`config.mk`:
```
export PLATFORM = sky130hd
export DESIGN_NAME = intersection_sequencer
export DESIGN_NICKNAME = d
export VERILOG_FILES = /design/src/rtl/intersection_sequencer.sv
export SDC_FILE = /design/constraint.sdc
export NUM_CORES = 1
export LEC_CHECK = 0
export ABC_AREA = 1
export CAP_MARGIN = 20
export CELL_PAD_IN_SITES_DETAIL_PLACEMENT = 0
export CELL_PAD_IN_SITES_GLOBAL_PLACEMENT = 1
export CORE_ASPECT_RATIO = 0.7
export CORE_MARGIN = 4
export CORE_UTILIZATION = 25
export DETAILED_ROUTE_END_ITERATION = 10
export PLACE_DENSITY_LB_ADDON = 0.1
export RECOVER_POWER = 100
export REMOVE_ABC_BUFFERS = 1
export SLEW_MARGIN = 40
export SYNTH_ARGS = -nofsm -noshare
export SYNTH_HDL_FRONTEND = slang
export SYNTH_SLANG_ARGS = --single-unit
```
`constraint.sdc`:
```
create_clock -name clk -period 5.7 [get_ports clk]
set_input_delay 1.71 -clock clk [delete_from_list [all_inputs] [get_ports clk]]
set_output_delay 1.71 -clock clk [all_outputs]
set_load 0.03 [all_outputs]
```
`src/rtl/intersection_sequencer.sv`:
```
// intersection_sequencer: two-road traffic light controller with pedestrian walk, demand-driven secondary phase and fault flash
// Ports: clk, reset (sync, active-high); fault, secondaryRoadSensor, pedRequest in;
//        primaryRoadLight_RYG / secondaryRoadLight_RYG ([2]=R,[1]=Y,[0]=G), walk, phase (state code), secServed (S_GREEN entry pulse) out.
module intersection_sequencer #(
  parameter int TICK_DIV  = 10_000_000,
  parameter int MIN_GREEN = 10,
  parameter int SEC_GREEN = 6,
  parameter int YELLOW_T  = 3,
  parameter int ALLRED_T  = 1
) (
  input  logic       clk,
  input  logic       reset,
  input  logic       fault,
  input  logic       secondaryRoadSensor,
  input  logic       pedRequest,
  output logic [2:0] primaryRoadLight_RYG,
  output logic [2:0] secondaryRoadLight_RYG,
  output logic       walk,
  output logic [2:0] phase,
  output logic       secServed
);
  typedef enum logic [2:0] {
    P_GREEN  = 3'd0,
    P_YELLOW = 3'd1,
    ALLRED1  = 3'd2,
    S_GREEN  = 3'd3,
    S_YELLOW = 3'd4,
    ALLRED2  = 3'd5,
    FAULT    = 3'd6
  } state_t;
  localparam int M1   = MIN_GREEN > SEC_GREEN ? MIN_GREEN : SEC_GREEN;
  localparam int M2   = YELLOW_T > ALLRED_T ? YELLOW_T : ALLRED_T;
  localparam int CMAX = M1 > M2 ? M1 : M2;
  localparam int CW   = $clog2(CMAX + 1);
  localparam int PW   = $clog2(TICK_DIV);
  state_t        state_q, state_d;
  logic [PW-1:0] presc_q, presc_d;
  logic [CW-1:0] cnt_q, cnt_d;
  logic          sec_req_q, sec_req_d, ped_req_q, ped_req_d;
  logic          walk_en_q, walk_en_d, flash_q, flash_d;
  logic [2:0]    pri_q, pri_d, sec_q, sec_d;
  logic          walk_q, walk_d, served_q, served_d;
  logic          tick, entry, s_entry;
  always_comb begin
    tick = presc_q == PW'(TICK_DIV - 1);
    state_d = state_q;
    if (fault) state_d = FAULT;
    else begin
      unique case (state_q)
        P_GREEN:  if (tick && cnt_q >= CW'(MIN_GREEN - 1) && (sec_req_q || ped_req_q)) state_d = P_YELLOW;
        P_YELLOW: if (tick && cnt_q == CW'(YELLOW_T - 1)) state_d = ALLRED1;
        ALLRED1:  if (tick && cnt_q == CW'(ALLRED_T - 1)) state_d = S_GREEN;
        S_GREEN:  if (tick && cnt_q == CW'(SEC_GREEN - 1)) state_d = S_YELLOW;
        S_YELLOW: if (tick && cnt_q == CW'(YELLOW_T - 1)) state_d = ALLRED2;
        ALLRED2:  if (tick && cnt_q == CW'(ALLRED_T - 1)) state_d = P_GREEN;
        FAULT:    state_d = ALLRED2;
        default:  state_d = P_GREEN;
      endcase
    end
    entry = state_d != state_q;
    s_entry = entry && state_d == S_GREEN;
    // the prescaler free-runs across state changes, so a state's first tick may be partial
    presc_d = tick ? '0 : presc_q + 1'b1;
    cnt_d = entry ? '0 : (tick && cnt_q != '1) ? cnt_q + 1'b1 : cnt_q;
    // requests are consumed when the secondary phase starts; anything arriving later re-arms them
    sec_req_d = s_entry ? 1'b0 : sec_req_q | secondaryRoadSensor;
    ped_req_d = s_entry ? 1'b0 : ped_req_q | pedRequest;
    walk_en_d = s_entry ? ped_req_q : walk_en_q;
    flash_d = (entry && state_d == FAULT) ? 1'b1 : (tick && state_q == FAULT) ? ~flash_q : flash_q;
    // outputs decode the next state so the registered lamps line up with state_q
    pri_d = state_d == P_GREEN ? 3'b001 : state_d == P_YELLOW ? 3'b010 :
            state_d == FAULT ? {1'b0, flash_d, 1'b0} : 3'b100;
    sec_d = state_d == S_GREEN ? 3'b001 : state_d == S_YELLOW ? 3'b010 :
            state_d == FAULT ? {1'b0, flash_d, 1'b0} : 3'b100;
    walk_d = state_d == S_GREEN && walk_en_d;
    served_d = s_entry;
  end
  always_ff @(posedge clk) begin
    if (reset) begin
      state_q   <= P_GREEN;
      presc_q   <= '0;
      cnt_q     <= '0;
      sec_req_q <= 1'b0;
      ped_req_q <= 1'b0;
      walk_en_q <= 1'b0;
      flash_q   <= 1'b0;
      pri_q     <= 3'b001;
      sec_q     <= 3'b100;
      walk_q    <= 1'b0;
      served_q  <= 1'b0;
    end else begin
      state_q   <= state_d;
      presc_q   <= presc_d;
      cnt_q     <= cnt_d;
      sec_req_q <= sec_req_d;
      ped_req_q <= ped_req_d;
      walk_en_q <= walk_en_d;
      flash_q   <= flash_d;
      pri_q     <= pri_d;
      sec_q     <= sec_d;
      walk_q    <= walk_d;
      served_q  <= served_d;
    end
  end
  assign primaryRoadLight_RYG   = pri_q;
  assign secondaryRoadLight_RYG = sec_q;
  assign walk                   = walk_q;
  assign phase                  = state_q;
  assign secServed              = served_q;
endmodule

```
==> impl_results.md, run 1 <==
- Status: finished, final reports clean
- Post-Syn Area: 2320 sq um
- Final setup violation count: 0
- Post-layout power: 0.000708 W
- H-tree Lvls: 2
- Peak supply drop: 0.102 mV
- Worst slew margin relative to its limit: 60.0%
- Multi-input gate area: 1220 sq um
- CORE AREA: 9030 sq um
- Path type of the worst setup path: in2reg
- Post-CTS setup buffer count: 0
- Clock buffer depth: 2
- Crit. End Element: flop
- FF+latch area: 861 sq um
- Share of the synthesized area in the top cell type: 37.1%
- Routed Wire Length: 5630 um
- Largest net degree at the start of global routing: 16
- Top delay family on crit path: buffers and inverters
- Routed vias: 1982
- I/O Pins: 16
- Post-CTS Hold Fix Bufs: 0
- CP max-delay cell: dlygate4sd3_1
- Cts repair resizes: 0
- Number of synthesized register bits: 43
- Tcrit/Tclk final: 61.9%
- Power Dens Cells: 258 nW/um^2
- Vias/cell: 4.29
- Post-Syn Instances: 317
- Share of cells above drive strength 1: 13.3%
- CTS tree: done
- Die W: 123 um
- 1st-iter DRT viols: 93
- Warnings, synthesis: 0
- Antenna Nets Post-Route: 0
- Worst hold path type: reg2reg
- Clock-pin slew on the worst setup and hold paths: 0.06 ns
- Clock skew: 0.00724 ns
- Distinct cells, synth: 36
- RSZ-0062 raised after global routing: no
- First-pass GRT wire length: 9560 um
- Root buf cell: clkbuf_16
- Leakage: 1.12 nW
- Initial Utilization: 25.6%
- Avg WL per Cell: 12.2 um
- CTS Buf Count: 5
- Most numerous cell on the critical path: inv_1
- Syn_area_per_cell: 7.31 sq um
- HPWL Detailed: 4410 um
- Row count: 29
- ANT cells: 0
- Achievable Freq: 283 MHz
- Clock Latency Late Sink: 0.29 ns
- Leading post-synthesis cells by cell area: dfxtp_1 37%, nand2_1 8.9%, nor2_1 7.8%
- Critical Path Start Type: primary input
- DRC Markers: 0
- Highest-count cells in the layout ignoring fill and taps: 59 x nand2_1, 49 x nor2_1, 43 x dfxtp_1
- Area leader, netlist: dfxtp_1
- Setup TNS: 0 ns
- WP buf/inv: 3
- Full die area: 10900 sq um
- Slowest stage delay, CP: 0.74 ns
- Vias in the first global route: 1853
- Total GRT Usage: 11.4%
- Initial antenna violation count: 0
- Critical path peak fanout: 15
- Worst-margin pin slew: 0.598 ns
- Worst EP arrival: 3.70 ns
- Seq/Total Area, Yosys: 37.1%
- Number of port buffers: 15
- Worst EP required: 5.87 ns
- Final Max Tran Viols: 0
- CTS Sinks: 43
- Placer Congestion: 0.758
- Die Height: 88.6 um
- Tmin final: 3.53 ns
- MaxCap Viol Count: 0
- Fill cell count: 1008
- Crit-path cells: dlygate4sd3_1 > inv_1 > nand2_1 > inv_1 > o21ai_0 > a21oi_1
- Final hold vios: 0
- Most common cell after layout, fill and taps aside: nand2_1
- Initial DRT Pass Iterations: 4
- Grt ovf: 0
- # nets final: 348
- Synthesis-to-layout area growth: 18.4%
## cell usage after synthesis (all sizes together)
cell type,count
xor2,5
o211ai,1
a211oi,2
o31ai,2
dfxtp,43
nor3,11
nor4,2
a31oi,3
o21bai,1
buf,1
nand2,66
or2,2
nand4,13
inv,47
ha,6
nor2,58
nand3,19
clkbuf,1
nor3b,3
clkinv,1
and3,1
o21ai,8
a21oi,21
## routing by layer
layer / vias up / routed length (um) / global-route usage [%]
li1: 1064 / - / -
met1: 894 / 3420 / 18.1
met2: 19 / 1960 / 14.0
met3: 5 / 183 / 3.39
met4: 0 / 70 / 3.82
met5: - / 0 / 0
## final cells by class
cell class              count  share of cell area [%]
clock buffers               6                    5.06
well taps                 124                    5.66
multi-input cells         224                    44.5
inverters                  48                    6.61
repair buffers             15                    5.47
flip-flops and latches     43                    31.4
clock inverters             2                    1.28
## report_power, final
part | leakage (nW) | total, W | switching [W] | internal (W)
combinational | 0.678 | 0.0000521 | 0.0000344 | 0.0000177
clock | 0.0868 | 0.000341 | 0.000123 | 0.000218
sequential | 0.350 | 0.000315 | 0.00000607 | 0.000309
total | 1.12 | 0.000708 | 0.000163 | 0.000545
## worst paths after layout
path | startpoint | end | depth (start not counted) | slack, ns
worst max-delay path | reset | presc_q[5] | 6 | 2.17
worst min register to register | presc_q[0] | presc_q[0] | 1 | 0.46
worst max register to register | presc_q[0] | ped_req_q | 15 | 3.16
worst min-delay path | presc_q[0] | presc_q[0] | 1 | 0.46
## logic make-up after synthesis
kind of cell / synth area share (%)
AOI/OAI and AO/OA: 9.66
xor gates and xnor gates: 1.89
adders and majority gates: 3.24
buffers and inverters: 8.26
DFF: 37.1
and+or+nand+nor: 39.8
## registers in the layout, summed over array words and instances, names as in the netlist
register and cells:
cnt_q 4, flash_q 1, ped_req_q 1, phase 3, presc_q 24, primaryRoadLight_RYG 3
secServed 1, sec_req_q 1, secondaryRoadLight_RYG 3, walk 1, walk_en_q 1
## through the flow
| stage | area, sq um | util [%] | cells | hold WS (ns) | setup slack, ns |
|---|---|---|---|---|---|
| 2_1_floorplan | 2310 | - | 315 | 0.429 | 2.98 |
| 3_3_place_gp | 2610 | 28.9 | 454 | 0.469 | 2.08 |
| 3_5_place_dp | 2610 | 28.9 | 454 | 0.454 | 2.00 |
| 4_1_cts | 2790 | 30.9 | 462 | 0.468 | 2.31 |
| 5_1_grt | 2740 | 30.4 | 462 | 0.514 | 1.94 |
| 6_report | 2740 | 30.4 | 462 | 0.460 | 2.17 |
(Power assumes the default switching activity.)
==> run 2, diff against run 1 <==
==> constraint.sdc (replaced) <==
create_clock -name clk -period 3.36 [get_ports clk]
set_input_delay 1.008 -clock clk [delete_from_list [all_inputs] [get_ports clk]]
set_output_delay 1.008 -clock clk [all_outputs]
set_load 0.03 [all_outputs]
==> run 2 against run 1 <==
  * Core utilization shrank 0.36 points
  * Sequential power grew 70%
  * Clock skew grew 0.0014 ns
  * Power grew 56%
  * Count of clock-buffer cells in the layout shrank 1
  * First-iteration DRC count grew 11%
  * Cell count grew 0.43%
  * Critical path depth grew 10
  * Sequential share of layout area grew 0.38 points
  * Worst hold slack lost 0.0016 ns
  * Clock power grew 40%
  * Final area shrank 1.2%
  * Critical endpoint is now primaryRoadLight_RYG[1]
  * Largest cell class unchanged
  * Largest power group is now registers
==> impl_results.md, run 2 (synthesis results as in run 1) <==
- Status: finished, final reports clean
- Critical path peak fanout: 4
- Avg WL per Cell: 12.4 um
- Final setup violation count: 0
- Highest-count cells in the layout ignoring fill and taps: 59 x nand2_1, 51 x nor2_1, 43 x dfxtp_1
- Most common cell after layout, fill and taps aside: nand2_1
- RSZ-0062 raised after global routing: no
- Grt ovf: 0
- Top Registers: presc_q x24, cnt_q x4
- Row count: 29
- Multi-input gate area: 1200 sq um
- Worst EP required: 3.51 ns
- Vias/cell: 4.21
- CTS Buf Count: 5
- 1st-iter DRT viols: 103
- Tcrit/Tclk final: 78.3%
- I/O Pins: 16
- Largest net degree at the start of global routing: 15
- Worst r2r path cells: 16
- # nets final: 350
- Sequential Power Share: 48.4%
- CTS tree: done
- Achievable Freq: 380 MHz
- Die Height: 88.6 um
- Routed vias: 1952
- Peak supply drop: 0.180 mV
- FF+latch area: 861 sq um
- Setup ws final: 0.730 ns
- Clock Latency Late Sink: 0.29 ns
- Full die area: 10900 sq um
- Internal power component: 0.000830 W
- Vias in the first global route: 1838
- Path type of the worst setup path: reg2reg
- Crit. End Element: flop
- Pre-CTS setup slack: 0.643 ns
- ANT cells: 0
- Final hold vios: 0
- Sw frac: 24.9%
- Worst EP arrival: 2.78 ns
- Synthesis-to-layout area growth: 17.0%
- Post-CTS Hold Fix Bufs: 0
- Worst hold stages: 1
- Initial DRT Pass Iterations: 4
- CTS Sinks: 43
- Max reg flops: 24
- CORE AREA: 9030 sq um
- Clock buffer depth: 2
- Tmin final: 2.63 ns
- First-pass GRT wire length: 9780 um
- Leakage: 1.10 nW
- Antenna Nets Post-Route: 0
- Clock-pin slew on the worst setup and hold paths: 0.07 ns
- Number of port buffers: 15
- Setup TNS: 0 ns
- Clock skew: 0.00868 ns
- Die W: 123 um
- HPWL Detailed: 4520 um
- Critical Path Start Type: flop
- Clock network power share: 43.2%
- Gate power share: 8.4%
- Worst slew margin relative to its limit: 64.0%
- Psw: 0.000275 W
- Share of cells above drive strength 1: 12.6%
- Worst-margin pin slew: 0.540 ns
- Worst hold path type: reg2reg
- Cts repair resizes: 0
- MaxCap Viol Count: 0
- DRC Markers: 0
- Placer Congestion: 0.763
- Initial antenna violation count: 0
- Largest register by flop count: presc_q
- Total GRT Usage: 11.6%
- Routed Wire Length: 5740 um
- Root buf cell: clkbuf_16
- Post-CTS setup buffer count: 0
- H-tree Lvls: 2
- Fill cell count: 997
- Power Dens Cells: 408 nW/um^2
- Final Max Tran Viols: 0
- Initial Utilization: 25.6%
-- run 2: cell types whose count changed in the layout (fill, tap and decap cells not counted), sizes merged --
| cell | previous run | this run |
|---|---|---|
| buf | 0 | 1 |
| bufinv | 1 | 0 |
| dlygate4sd3 | 13 | 12 |
| clkdlybuf4s50 | 2 | 3 |
| inv | 46 | 47 |
| clkinvlp | 1 | 2 |
-- run 2: final timing paths --
path	from	end	slack, ns
max	presc_q[0]	primaryRoadLight_RYG[1]	0.73
min	presc_q[0]	presc_q[0]	0.46
max reg2reg	presc_q[0]	primaryRoadLight_RYG[1]	0.73
min reg2reg	presc_q[0]	presc_q[0]	0.46
-- run 2: final cells by class --
| cell class | count | area share [%] |
|---|---|---|
| Inverter | 48 | 6.74 |
| Tap cell | 124 | 5.72 |
| Multi-Input combinational cell | 224 | 44.5 |
| Clock inverter | 3 | 0.739 |
| Timing Repair Buffer | 17 | 5.96 |
| Sequential cell | 43 | 31.8 |
| Clock buffer | 5 | 4.62 |
-- run 2: metal layers --
metal	GRT usage, %	up-vias	routed length, um
li1	-	1064	-
met1	19.5	864	3520
met2	13.6	18	1970
met3	2.75	6	175
met4	3.72	0	77
met5	0	-	0
-- run 2: power groups by stage --
stage                     logic [W]  registers, W  clock network (W)
after floorplan           0.0000503      0.000559                  0
after global placement     0.000102      0.000547                  0
after detailed placement   0.000101      0.000547                  0
after CTS                  0.000101      0.000535           0.000496
after global routing       0.000103      0.000537           0.000516
final                     0.0000923      0.000535           0.000478
-- run 2: critical path: stages (launching register included) --
cell and delay, ns:
dfxtp_1 0.37, ha_1 0.20, nand2_1 0.08, nor2_1 0.27, nand3_2 0.09, nor2_1 0.24, nand3_1 0.12, nand2_1 0.15
nand2_1 0.07, nor2_1 0.11, nand2_2 0.08, nand2_1 0.17, nand2_2 0.06, nand2_1 0.09, nand2_1 0.14, o21bai_2 0.17
a21oi_1 0.09
-- run 2: through the flow --
stage	utilization (%)	hold WS [ns]	total power (W)	cells	area, sq um
2_1_floorplan	-	0.429	0.000609	315	2310
3_3_place_gp	29.1	0.444	0.000649	456	2630
3_5_place_dp	29.1	0.448	0.000648	456	2630
4_1_cts	30.7	0.465	0.00113	464	2770
5_1_grt	30.0	0.483	0.00116	464	2710
6_report	30.0	0.459	0.00110	464	2710
